===== config.mk =====
export PLATFORM = sky130hd
export DESIGN_NAME = halt_controller_flat
export DESIGN_NICKNAME = d
export VERILOG_FILES = /design/src/rtl/halt_pkg.sv /design/src/rtl/halt_controller_if.sv /design/src/rtl/halt_trigger_decode.sv /design/src/rtl/halt_controller.sv /design/src/flat_wrapper.sv
export SDC_FILE = /design/constraint.sdc
export NUM_CORES = 1
export LEC_CHECK = 0
export CAP_MARGIN = 25
export CELL_PAD_IN_SITES_DETAIL_PLACEMENT = 0
export CELL_PAD_IN_SITES_GLOBAL_PLACEMENT = 1
export CORE_MARGIN = 3
export CORE_UTILIZATION = 22
export DETAILED_ROUTE_END_ITERATION = 8
export PLACE_DENSITY = 0.86
export SYNTH_ARGS = -nofsm -noshare
export SYNTH_HDL_FRONTEND = slang
export SYNTH_SLANG_ARGS = --single-unit

===== constraint.sdc =====
create_clock -name clk -period 2.4 [get_ports clk]
set_input_delay 0.48 -clock clk [delete_from_list [all_inputs] [get_ports clk]]
set_output_delay 0.48 -clock clk [all_outputs]
set_load 0.01 [all_outputs]

===== src/rtl/halt_pkg.sv =====
// Shared types and opcode constants for the halt/drain controller.
package halt_pkg;

  typedef enum logic [1:0] {
    ST_RUN    = 2'd0,
    ST_DRAIN  = 2'd1,
    ST_HALTED = 2'd2
  } state_e;

  typedef enum logic [1:0] {
    CAUSE_NONE     = 2'd0,
    CAUSE_BREAK    = 2'd1,
    CAUSE_SYSCALL  = 2'd2,
    CAUSE_EXT_STEP = 2'd3
  } cause_e;

  localparam int unsigned OP_W = 6;
  localparam logic [OP_W-1:0] OP_SPECIAL = 6'h00;
  localparam logic [OP_W-1:0] FN_BREAK   = 6'h0D;
  localparam logic [OP_W-1:0] FN_SYSCALL = 6'h0C;

endpackage


===== src/rtl/halt_controller_if.sv =====
// Issue-side request and halt-status bundle between the core and the halt controller.
interface halt_controller_if #(
  parameter int unsigned IR_W         = 32,
  parameter int unsigned DRAIN_CYCLES = 4
);
  localparam int unsigned CNT_W = $clog2(DRAIN_CYCLES + 1);

  logic             ir_valid;
  logic [IR_W-1:0]  IR;
  logic             ext_halt;
  logic             step_en;
  logic             resume;
  logic             fetch_stall;
  logic             done;
  logic [1:0]       halt_cause;
  logic             halt_step;
  logic [CNT_W-1:0] drain_count;

  modport master (
    output ir_valid, IR, ext_halt, step_en, resume,
    input  fetch_stall, done, halt_cause, halt_step, drain_count
  );

  modport slave (
    input  ir_valid, IR, ext_halt, step_en, resume,
    output fetch_stall, done, halt_cause, halt_step, drain_count
  );
endinterface


===== src/rtl/halt_trigger_decode.sv =====
// Combinational halt-trigger detection with priority ext_halt > BREAK > SYSCALL > STEP.
module halt_trigger_decode
  import halt_pkg::*;
#(
  parameter int unsigned IR_W            = 32,
  parameter int unsigned HALT_ON_SYSCALL = 0,
  parameter int unsigned STRICT_BREAK    = 0
) (
  input  logic [IR_W-1:0] i_ir,
  input  logic            i_ir_valid,
  input  logic            i_ext_halt,
  input  logic            i_step_en,
  output logic            o_trig,
  output cause_e          o_cause,
  output logic            o_step
);

  logic [OP_W-1:0] w_opcode;
  logic [OP_W-1:0] w_funct;
  logic            w_special;
  logic            w_break_loose;
  logic            w_break_strict;
  logic            w_is_break;
  logic            w_is_syscall;
  logic            w_is_step;

  assign w_opcode       = i_ir[IR_W-1 -: OP_W];
  assign w_funct        = i_ir[OP_W-1:0];
  assign w_special      = (w_opcode == OP_SPECIAL);
  assign w_break_loose  = w_special && (w_funct == FN_BREAK);
  assign w_break_strict = (i_ir == IR_W'(32'h0000_000D));
  assign w_is_break     = i_ir_valid && ((STRICT_BREAK != 0) ? w_break_strict : w_break_loose);
  assign w_is_syscall   = i_ir_valid && (HALT_ON_SYSCALL != 0) && w_special && (w_funct == FN_SYSCALL);
  assign w_is_step      = i_ir_valid && i_step_en;

  always_comb begin
    o_trig  = 1'b0;
    o_cause = CAUSE_NONE;
    o_step  = 1'b0;
    if (i_ext_halt) begin
      o_trig  = 1'b1;
      o_cause = CAUSE_EXT_STEP;
    end else if (w_is_break) begin
      o_trig  = 1'b1;
      o_cause = CAUSE_BREAK;
    end else if (w_is_syscall) begin
      o_trig  = 1'b1;
      o_cause = CAUSE_SYSCALL;
    end else if (w_is_step) begin
      o_trig  = 1'b1;
      o_cause = CAUSE_EXT_STEP;
      o_step  = 1'b1;
    end
  end

endmodule


===== src/rtl/halt_controller.sv =====
// Halt/drain controller: freezes fetch on a trigger, drains in-flight work, holds halted until resume.
module halt_controller
  import halt_pkg::*;
#(
  parameter int unsigned IR_W            = 32,
  parameter int unsigned DRAIN_CYCLES    = 4,
  parameter int unsigned HALT_ON_SYSCALL = 0,
  parameter int unsigned STRICT_BREAK    = 0
) (
  input logic              clk,
  input logic              rst,
  halt_controller_if.slave bus
);

  localparam int unsigned CNT_W = $clog2(DRAIN_CYCLES + 1);

  state_e           r_state;
  logic             r_fetch_stall;
  logic             r_done;
  cause_e           r_halt_cause;
  logic             r_halt_step;
  logic [CNT_W-1:0] r_drain_count;

  logic             w_trig;
  cause_e           w_cause;
  logic             w_step;

  halt_trigger_decode #(
    .IR_W            (IR_W),
    .HALT_ON_SYSCALL (HALT_ON_SYSCALL),
    .STRICT_BREAK    (STRICT_BREAK)
  ) u_decode (
    .i_ir       (bus.IR),
    .i_ir_valid (bus.ir_valid),
    .i_ext_halt (bus.ext_halt),
    .i_step_en  (bus.step_en),
    .o_trig     (w_trig),
    .o_cause    (w_cause),
    .o_step     (w_step)
  );

  // Triggers are only honoured in RUN; resume is only honoured in HALTED.
  always_ff @(posedge clk or negedge rst) begin
    if (!rst) begin
      r_state       <= ST_RUN;
      r_fetch_stall <= 1'b0;
      r_done        <= 1'b0;
      r_halt_cause  <= CAUSE_NONE;
      r_halt_step   <= 1'b0;
      r_drain_count <= '0;
    end else begin
      case (r_state)
        ST_RUN: begin
          if (w_trig) begin
            r_state       <= ST_DRAIN;
            r_fetch_stall <= 1'b1;
            r_drain_count <= '0;
            r_halt_cause  <= w_cause;
            r_halt_step   <= w_step;
          end
        end
        ST_DRAIN: begin
          if (r_drain_count == CNT_W'(DRAIN_CYCLES - 1)) begin
            r_state       <= ST_HALTED;
            r_done        <= 1'b1;
            r_drain_count <= CNT_W'(DRAIN_CYCLES);
          end else begin
            r_drain_count <= r_drain_count + CNT_W'(1);
          end
        end
        ST_HALTED: begin
          if (bus.resume) begin
            r_state       <= ST_RUN;
            r_fetch_stall <= 1'b0;
            r_done        <= 1'b0;
            r_drain_count <= '0;
            r_halt_cause  <= CAUSE_NONE;
            r_halt_step   <= 1'b0;
          end
        end
        default: r_state <= ST_RUN;
      endcase
    end
  end

  assign bus.fetch_stall = r_fetch_stall;
  assign bus.done        = r_done;
  assign bus.halt_cause  = r_halt_cause;
  assign bus.halt_step   = r_halt_step;
  assign bus.drain_count = r_drain_count;

endmodule


===== src/flat_wrapper.sv =====
// flat-port wrapper written by rule: the top's interface ports become plain ports
module halt_controller_flat import halt_pkg::*;
#(
  parameter int unsigned IR_W            = 32,
  parameter int unsigned DRAIN_CYCLES    = 4,
  parameter int unsigned HALT_ON_SYSCALL = 0,
  parameter int unsigned STRICT_BREAK    = 0
)
  (clk, rst, bus_ir_valid, bus_IR, bus_ext_halt, bus_step_en, bus_resume, bus_fetch_stall, bus_done, bus_halt_cause, bus_halt_step, bus_drain_count);
  halt_controller_if #(.IR_W(IR_W), .DRAIN_CYCLES(DRAIN_CYCLES)) bus_i ();
  input logic clk;
  input logic rst;
  input wire logic [$bits(bus_i.ir_valid)-1:0] bus_ir_valid;
  input wire logic [$bits(bus_i.IR)-1:0] bus_IR;
  input wire logic [$bits(bus_i.ext_halt)-1:0] bus_ext_halt;
  input wire logic [$bits(bus_i.step_en)-1:0] bus_step_en;
  input wire logic [$bits(bus_i.resume)-1:0] bus_resume;
  output wire logic [$bits(bus_i.fetch_stall)-1:0] bus_fetch_stall;
  output wire logic [$bits(bus_i.done)-1:0] bus_done;
  output wire logic [$bits(bus_i.halt_cause)-1:0] bus_halt_cause;
  output wire logic [$bits(bus_i.halt_step)-1:0] bus_halt_step;
  output wire logic [$bits(bus_i.drain_count)-1:0] bus_drain_count;
  assign bus_i.ir_valid = bus_ir_valid;
  assign bus_i.IR = bus_IR;
  assign bus_i.ext_halt = bus_ext_halt;
  assign bus_i.step_en = bus_step_en;
  assign bus_i.resume = bus_resume;
  assign bus_fetch_stall = bus_i.fetch_stall;
  assign bus_done = bus_i.done;
  assign bus_halt_cause = bus_i.halt_cause;
  assign bus_halt_step = bus_i.halt_step;
  assign bus_drain_count = bus_i.drain_count;
  halt_controller #(.IR_W(IR_W), .DRAIN_CYCLES(DRAIN_CYCLES), .HALT_ON_SYSCALL(HALT_ON_SYSCALL), .STRICT_BREAK(STRICT_BREAK)) u_core (.clk(clk), .rst(rst), .bus(bus_i));
endmodule

==> flow_summary_export.csv, run 1 <==
group,metric,value,unit
detailed_routing,first_pass_iters,4,
yosys,synth_top_area_frac,0.456,
timing,timing.fmax,579,MHz
yosys,synth-edff-count,0,
timing,rsz0062_at_grt,"no",
critical_path,required,1.92,ns
timing,holdWs,0.512,ns
die,rows,17,
detailed_routing,wl_per_cell,12.3,µm
place,place_hpwl,1.13,mm
global_routing,grt_pass1_wl,2.62,mm
critical_path,critPathKind,"register to output port",
layout,final_layout_size_suffix_gt1_frac,0.0556,
yosys,yosysTopAreaCell,"dfrtp_1",
critical_path,crit_path_start_kind,"register",
place,place_congestion,0.741,
clock_network,clk_latency,0.27,ns
detailed_routing,vias,567,
timing,min_period,1.73,ns
clock_network,clk_transition_reported_paths,0.07,ns
power_and_ir_drop,vdd_drop_max,0.000534,V
critical_path,path_cells,"clkdlybuf4s50_1",
yosys,ys_ff_latch,10,
clock_network,clockBufferDepth,2,
critical_path,worst-r2r-setup-slack,1.08,ns
place,dp_worst_setup_slack,0.463,ns
min_path,worstHoldPathType,"register to register",
place,io_buffers,25,
yosys,synth_cells,63,
detailed_routing,drt_iter0_markers,9,
timing,finalCritPeriodShare,0.720,
critical_path,arrival,1.25,ns
yosys,ys_top_cells_by_area,"dfrtp_1, o21ai_0, nand2_1",
die,die_h,56.0,µm
clock_network,cts_tree,"done",
die,fp.coreArea,0.00230,mm²
global_routing,grt_max_degree,13,
run_status,status,"finished, final reports clean",
timing,finalSetupViolCount,0,
die,die_area,0.00313,mm²
critical_path,crit_start,"u_core.bus.drain_count[0]",
critical_path,cp-endpoint,"bus_drain_count[0]",
clock_network,cts_sinks,10,
clock_network,htree_levels,1,
power_and_ir_drop,p_leak,0.358,nW
critical_path,worst-path-stages,1,
critical_path,r2r_start,"u_core.r_state[0]",
critical_path,crit_fanout,5,
critical_path,reg2regPathDepth,4,
timing,drv_slew,0,
yosys,syn_area,549,µm²
clock_network,post_cts_buffers,0,
timing,timing.final.ws_setup,0.673,ns
layout,area_growth,56.9,%
detailed_routing,drc_errors,0,
critical_path,worst-path-buf-inv,1,
critical_path,critPathTopFamily,"buffers and inverters",
clock_network,ctsRootBufferMaster,"clkbuf_4",
yosys,ys_async_sr_fraction,1.00,
detailed_routing,antenna_left,0,
clock_network,cts_made_buffers,3,
global_routing,grt.total_usage,0.105,
clock_network,ctsResizeCount,0,
critical_path,worstSetupEndpointType,"output port",
layout,nNetsFinal,131,
critical_path,crit_slowest_cell,"clkdlybuf4s50_1",
global_routing,grt_antenna_before_repair,0,
global_routing,grt_pass1_vias,615,
critical_path,critPathMaxStageDelay,0.57,ns
yosys,seq_area_frac_synth,0.456,
die,die_w,56.0,µm
timing,max_slew.worst_pin.slew,0.461,ns
clock_network,ctsHoldBuffers,0,
yosys,synth.distinct_cells,23,
critical_path,r2r_end,"u_core.bus.drain_count[1]",
detailed_routing,viasPerCell,4.81,
timing,hold_violations,0,
layout,diodes,0,
power_and_ir_drop,p_per_area,1080,mW/mm²
yosys,synthFlopType,"dfrtp_1",
detailed_routing,wl,1.46,mm
timing,setup_tns,0,ns
timing,skew,0.00295,ns
yosys,synth_warnings,0,
job,drv_cap,0,
layout,post-route-util,0.375,
yosys,synth_area_per_cell,8.72,µm²
die,io_pins,46,
global_routing,overflow,0,
die,initial_utilization,0.239,
yosys,syn-num-nets,103,
timing,slew_headroom,0.691,
power by group:
| part | switching [mW] | internal (mW) |
|---|---|---|
| Sequential | 0.0844 | 0.248 |
| Combinational | 0.203 | 0.246 |
| Clock | 0.0611 | 0.0922 |
| Total | 0.348 | 0.586 |
cell usage after synthesis, types with 2 or more instances:
library cell	instances
mux2i_1	2
a21oi_1	3
o21ai_0	7
nand2_1	9
nor2_1	6
inv_1	5
o31ai_1	3
o22ai_1	2
dfrtp_1	10
nor3_1	2
ha_1	2
per-layer routing:
metal,vias up,wire length [µm],track usage
met1,279,598,0.115
li1,275,-,-
met5,-,0,0
met3,0,83,0.0557
met2,13,773,0.175
met4,0,0,0.0305
logic make-up after synthesis:
group	share of synthesized area
multiplexers	0.0364
AO/OA/AOI/OAI	0.194
AND/OR/NAND/NOR	0.219
flip-flops	0.456
buffers and inverters	0.0501
adder cells (fa/ha/maj)	0.0456
worst min-delay path by stage:
stage	cells past startpoint	slack, ns	from	endpoint
floorplan	0	0.18	rst	u_core.bus.done
CTS	2	0.52	u_core.bus.halt_cause[0]	u_core.bus.halt_cause[0]
detailed placement	2	0.50	u_core.bus.halt_cause[0]	u_core.bus.halt_cause[0]
global route	1	0.55	rst	u_core.bus.done
finish	2	0.51	u_core.bus.fetch_stall	u_core.bus.fetch_stall
global placement	2	0.49	u_core.bus.halt_cause[0]	u_core.bus.halt_cause[0]
metrics by stage:
step	area (µm²)	total power, mW	instances
global placement	826	0.762	114
floorplan	549	0.569	63
CTS	862	0.941	118
finish	862	0.934	118
global route	862	1.02	118
detailed placement	826	0.780	114
flip-flops by register name, indices dropped and copies added (netlist names):
name and count:
u_core.bus.done 1, u_core.bus.drain_count 3, u_core.bus.fetch_stall 1, u_core.bus.halt_cause 2, u_core.bus.halt_step 1, u_core.r_state 2
cell type report:
cell class                      count  area [µm²]
Fill cell                         226        1440
Multi-Input combinational cell     46         272
Sequential cell                    10         250
Timing Repair Buffer               25         250
Clock buffer                        4        36.3
Tap cell                           28        35.0
Inverter                            5        18.8
cell usage in the layout, fill, tap and decap left out:
cell type	n
clkbuf_4	3
dfrtp_1	10
nor4_1	1
nor3_1	2
and4_4	1
nor2_1	6
o211ai_1	1
nor2b_1	1
nand2b_1	1
mux2i_1	2
and2_1	1
o31ai_1	3
o21ai_0	7
clkbuf_8	1
inv_1	5
o31a_1	1
a21oi_1	3
clkdlybuf4s50_1	25
ha_1	2
and4b_1	1
nor3b_1	1
o22ai_1	2
o21ai_1	1
nand2_1	9
No activity file was read; power rests on OpenSTA's default activity.
==> inputs of run 2 (changes only) <==
CORE_UTILIZATION = 20   (was 22)
PLACE_DENSITY = 0.8   (was 0.86)
clock period = 1.6 ns   (was 2.4 ns; I/O delays follow)
==> run 2 against run 1 <==
Compared with the run above:
- sequential share of layout area shrank 1.2 points
- die area grew 8.9%
- largest power group unchanged
- non-clock buffer count rose by 4
- global-route usage fell by 0.51 points
- wire length fell by 2.1%
- setup slack worse by 0.57 ns
- final cell count rose by 5.1%
==> flow_summary_export.csv, run 2 (synthesis gave the netlist of run 1 again) <==
group,metric,value,unit
layout,stdcell_area,900,µm²
detailed_routing,drt_iter0_markers,12,
place,place_hpwl,1.17,mm
die,rows,18,
critical_path,arrival,1.18,ns
layout,area_growth,63.8,%
global_routing,overflow,0,
critical_path,r2r_start,"u_core.bus.drain_count[0]",
critical_path,critPathMaxStageDelay,0.55,ns
die,die_h,58.4,µm
critical_path,reg2regPathDepth,5,
detailed_routing,dr_wl_met3,106,µm
die,io_pins,46,
clock_network,cts_made_buffers,3,
global_routing,grt_pass1_wl,2.51,mm
critical_path,worst-path-buf-inv,1,
layout,mostFrequentLayoutCells,"clkdlybuf4s50_1, dfrtp_1, nand2_1, o21ai_0, nor2_1",
critical_path,required,1.28,ns
timing,drv_slew,0,
job,drv_cap,0,
global_routing,grt_max_degree,11,
power_and_ir_drop,p_per_area,1560,mW/mm²
detailed_routing,first_pass_iters,4,
clock_network,cts_sinks,10,
detailed_routing,wl_met2,676,µm
timing,min_period,1.50,ns
global_routing,grt.total_usage,0.0998,
clock_network,ctsHoldBuffers,0,
detailed_routing,drc_errors,0,
timing,rsz0062_at_grt,"no",
power_and_ir_drop,power,1.41,mW
timing,timing.final.ws_setup,0.0986,ns
timing,hold_violations,0,
detailed_routing,vias,549,
timing,slew_headroom,0.685,
timing,skew,0.00412,ns
layout,largest_reg_flops,3,
clock_network,clk_transition_reported_paths,0.07,ns
critical_path,path_cells,"clkdlybuf4s50_1",
timing,setup_tns,0,ns
clock_network,cts_tree,"done",
detailed_routing,top_layer_used,"met4",
layout,final_layout_size_suffix_gt1_frac,0.0957,
critical_path,critPathKind,"register to output port",
place,dp_worst_setup_slack,-0.189,ns
critical_path,r2r_end,"u_core.bus.drain_count[0]",
clock_network,post_cts_buffers,0,
timing,holdWs,0.371,ns
clock_network,ctsRootBufferMaster,"clkbuf_4",
die,die_w,58.4,µm
critical_path,crit_slowest_cell,"clkdlybuf4s50_1",
place,place_congestion,0.733,
detailed_routing,wl_per_cell,11.5,µm
timing,finalCritPeriodShare,0.938,
min_path,worstHoldPathType,"input port to asynchronous set/reset pin",
critical_path,worstSetupEndpointType,"output port",
layout,nNetsFinal,135,
timing,timing.fmax,666,MHz
clock_network,htree_levels,1,
run_status,status,"finished, final reports clean",
clock_network,clockBufferDepth,2,
power_and_ir_drop,p_leak,0.400,nW
global_routing,grt_pass1_vias,565,
global_routing,grt_antenna_before_repair,0,
timing,finalSetupViolCount,0,
detailed_routing,antenna_left,0,
detailed_routing,viasPerCell,4.43,
detailed_routing,wl,1.43,mm
clock_network,clk_latency,0.27,ns
layout,final_common_cell,"clkdlybuf4s50_1",
detailed_routing,wl_met1,633,µm
die,fp.coreArea,0.00254,mm²
critical_path,crit_start,"u_core.bus.halt_step",
critical_path,crit_fanout,3,
critical_path,worst-r2r-setup-slack,0.29,ns
critical_path,crit_path_start_kind,"register",
place,io_buffers,25,
power_and_ir_drop,vdd_drop_max,0.000837,V
critical_path,critPathTopFamily,"buffers and inverters",
layout,diodes,0,
die,die_area,0.00341,mm²
place,place_area,858,µm²
die,initial_utilization,0.216,
timing,max_slew.worst_pin.slew,0.471,ns
[run 2: cell types whose count changed in the layout (fill, tap and decap cells not counted), sizes merged]
cell / change
clkdlybuf4s50: -2
buf: +4
dlymetal6s2s: +2
[run 2: worst max-delay path by stage]
stage	to	slack [ns]	cells past startpoint
after floorplan	u_core.bus.drain_count[0]	0.36	5
after global placement	u_core.bus.halt_cause[0]	-0.13	6
after detailed placement	u_core.bus.fetch_stall	-0.19	6
after CTS	bus_drain_count[0]	0.02	1
after global routing	u_core.bus.fetch_stall	0.01	6
final	bus_halt_step	0.1	1
[run 2: metrics by stage]
step / instances / util
floorplan: 63 / -
detailed placement: 120 / 0.337
finish: 124 / 0.353
global route: 124 / 0.353
global placement: 120 / 0.337
CTS: 124 / 0.352
[run 2: repair_timing]
item / CTS / global route
setup endpoints to repair: 0 / 2
endpoints found under the hold margin: 0 / 0
resized for setup: 0 / 2
[run 2: area by class of cell]
cell class	count	area [µm²]
multi-input combinational	46	272
timing repair buffer	29	285
tap	30	37.5
inverter	5	18.8
fill	269	1650
clock buffer	4	36.3
sequential	10	250
[run 2: worst register-to-register path: cells and delay by family, from the launching register on]
kind                     cells  cell delay [ns]
adder cells (fa/ha/maj)      2             0.42
flip-flops                   1             0.42
AO/OA/AOI/OAI                2             0.21
AND/OR/NAND/NOR              1             0.19
[run 2: per-layer routing]
| metal | global-route usage | vias to the layer above |
|---|---|---|
| met5 | 0 | - |
| met4 | 0.0397 | 0 |
| met3 | 0.0570 | 2 |
| met2 | 0.147 | 14 |
| met1 | 0.119 | 250 |
| li1 | - | 283 |
[run 2: power by group]
part	switching (mW)	total, mW	internal, mW
Combinational	0.323	0.699	0.376
Clock	0.0906	0.229	0.138
Sequential	0.105	0.478	0.373
Total	0.519	1.41	0.887
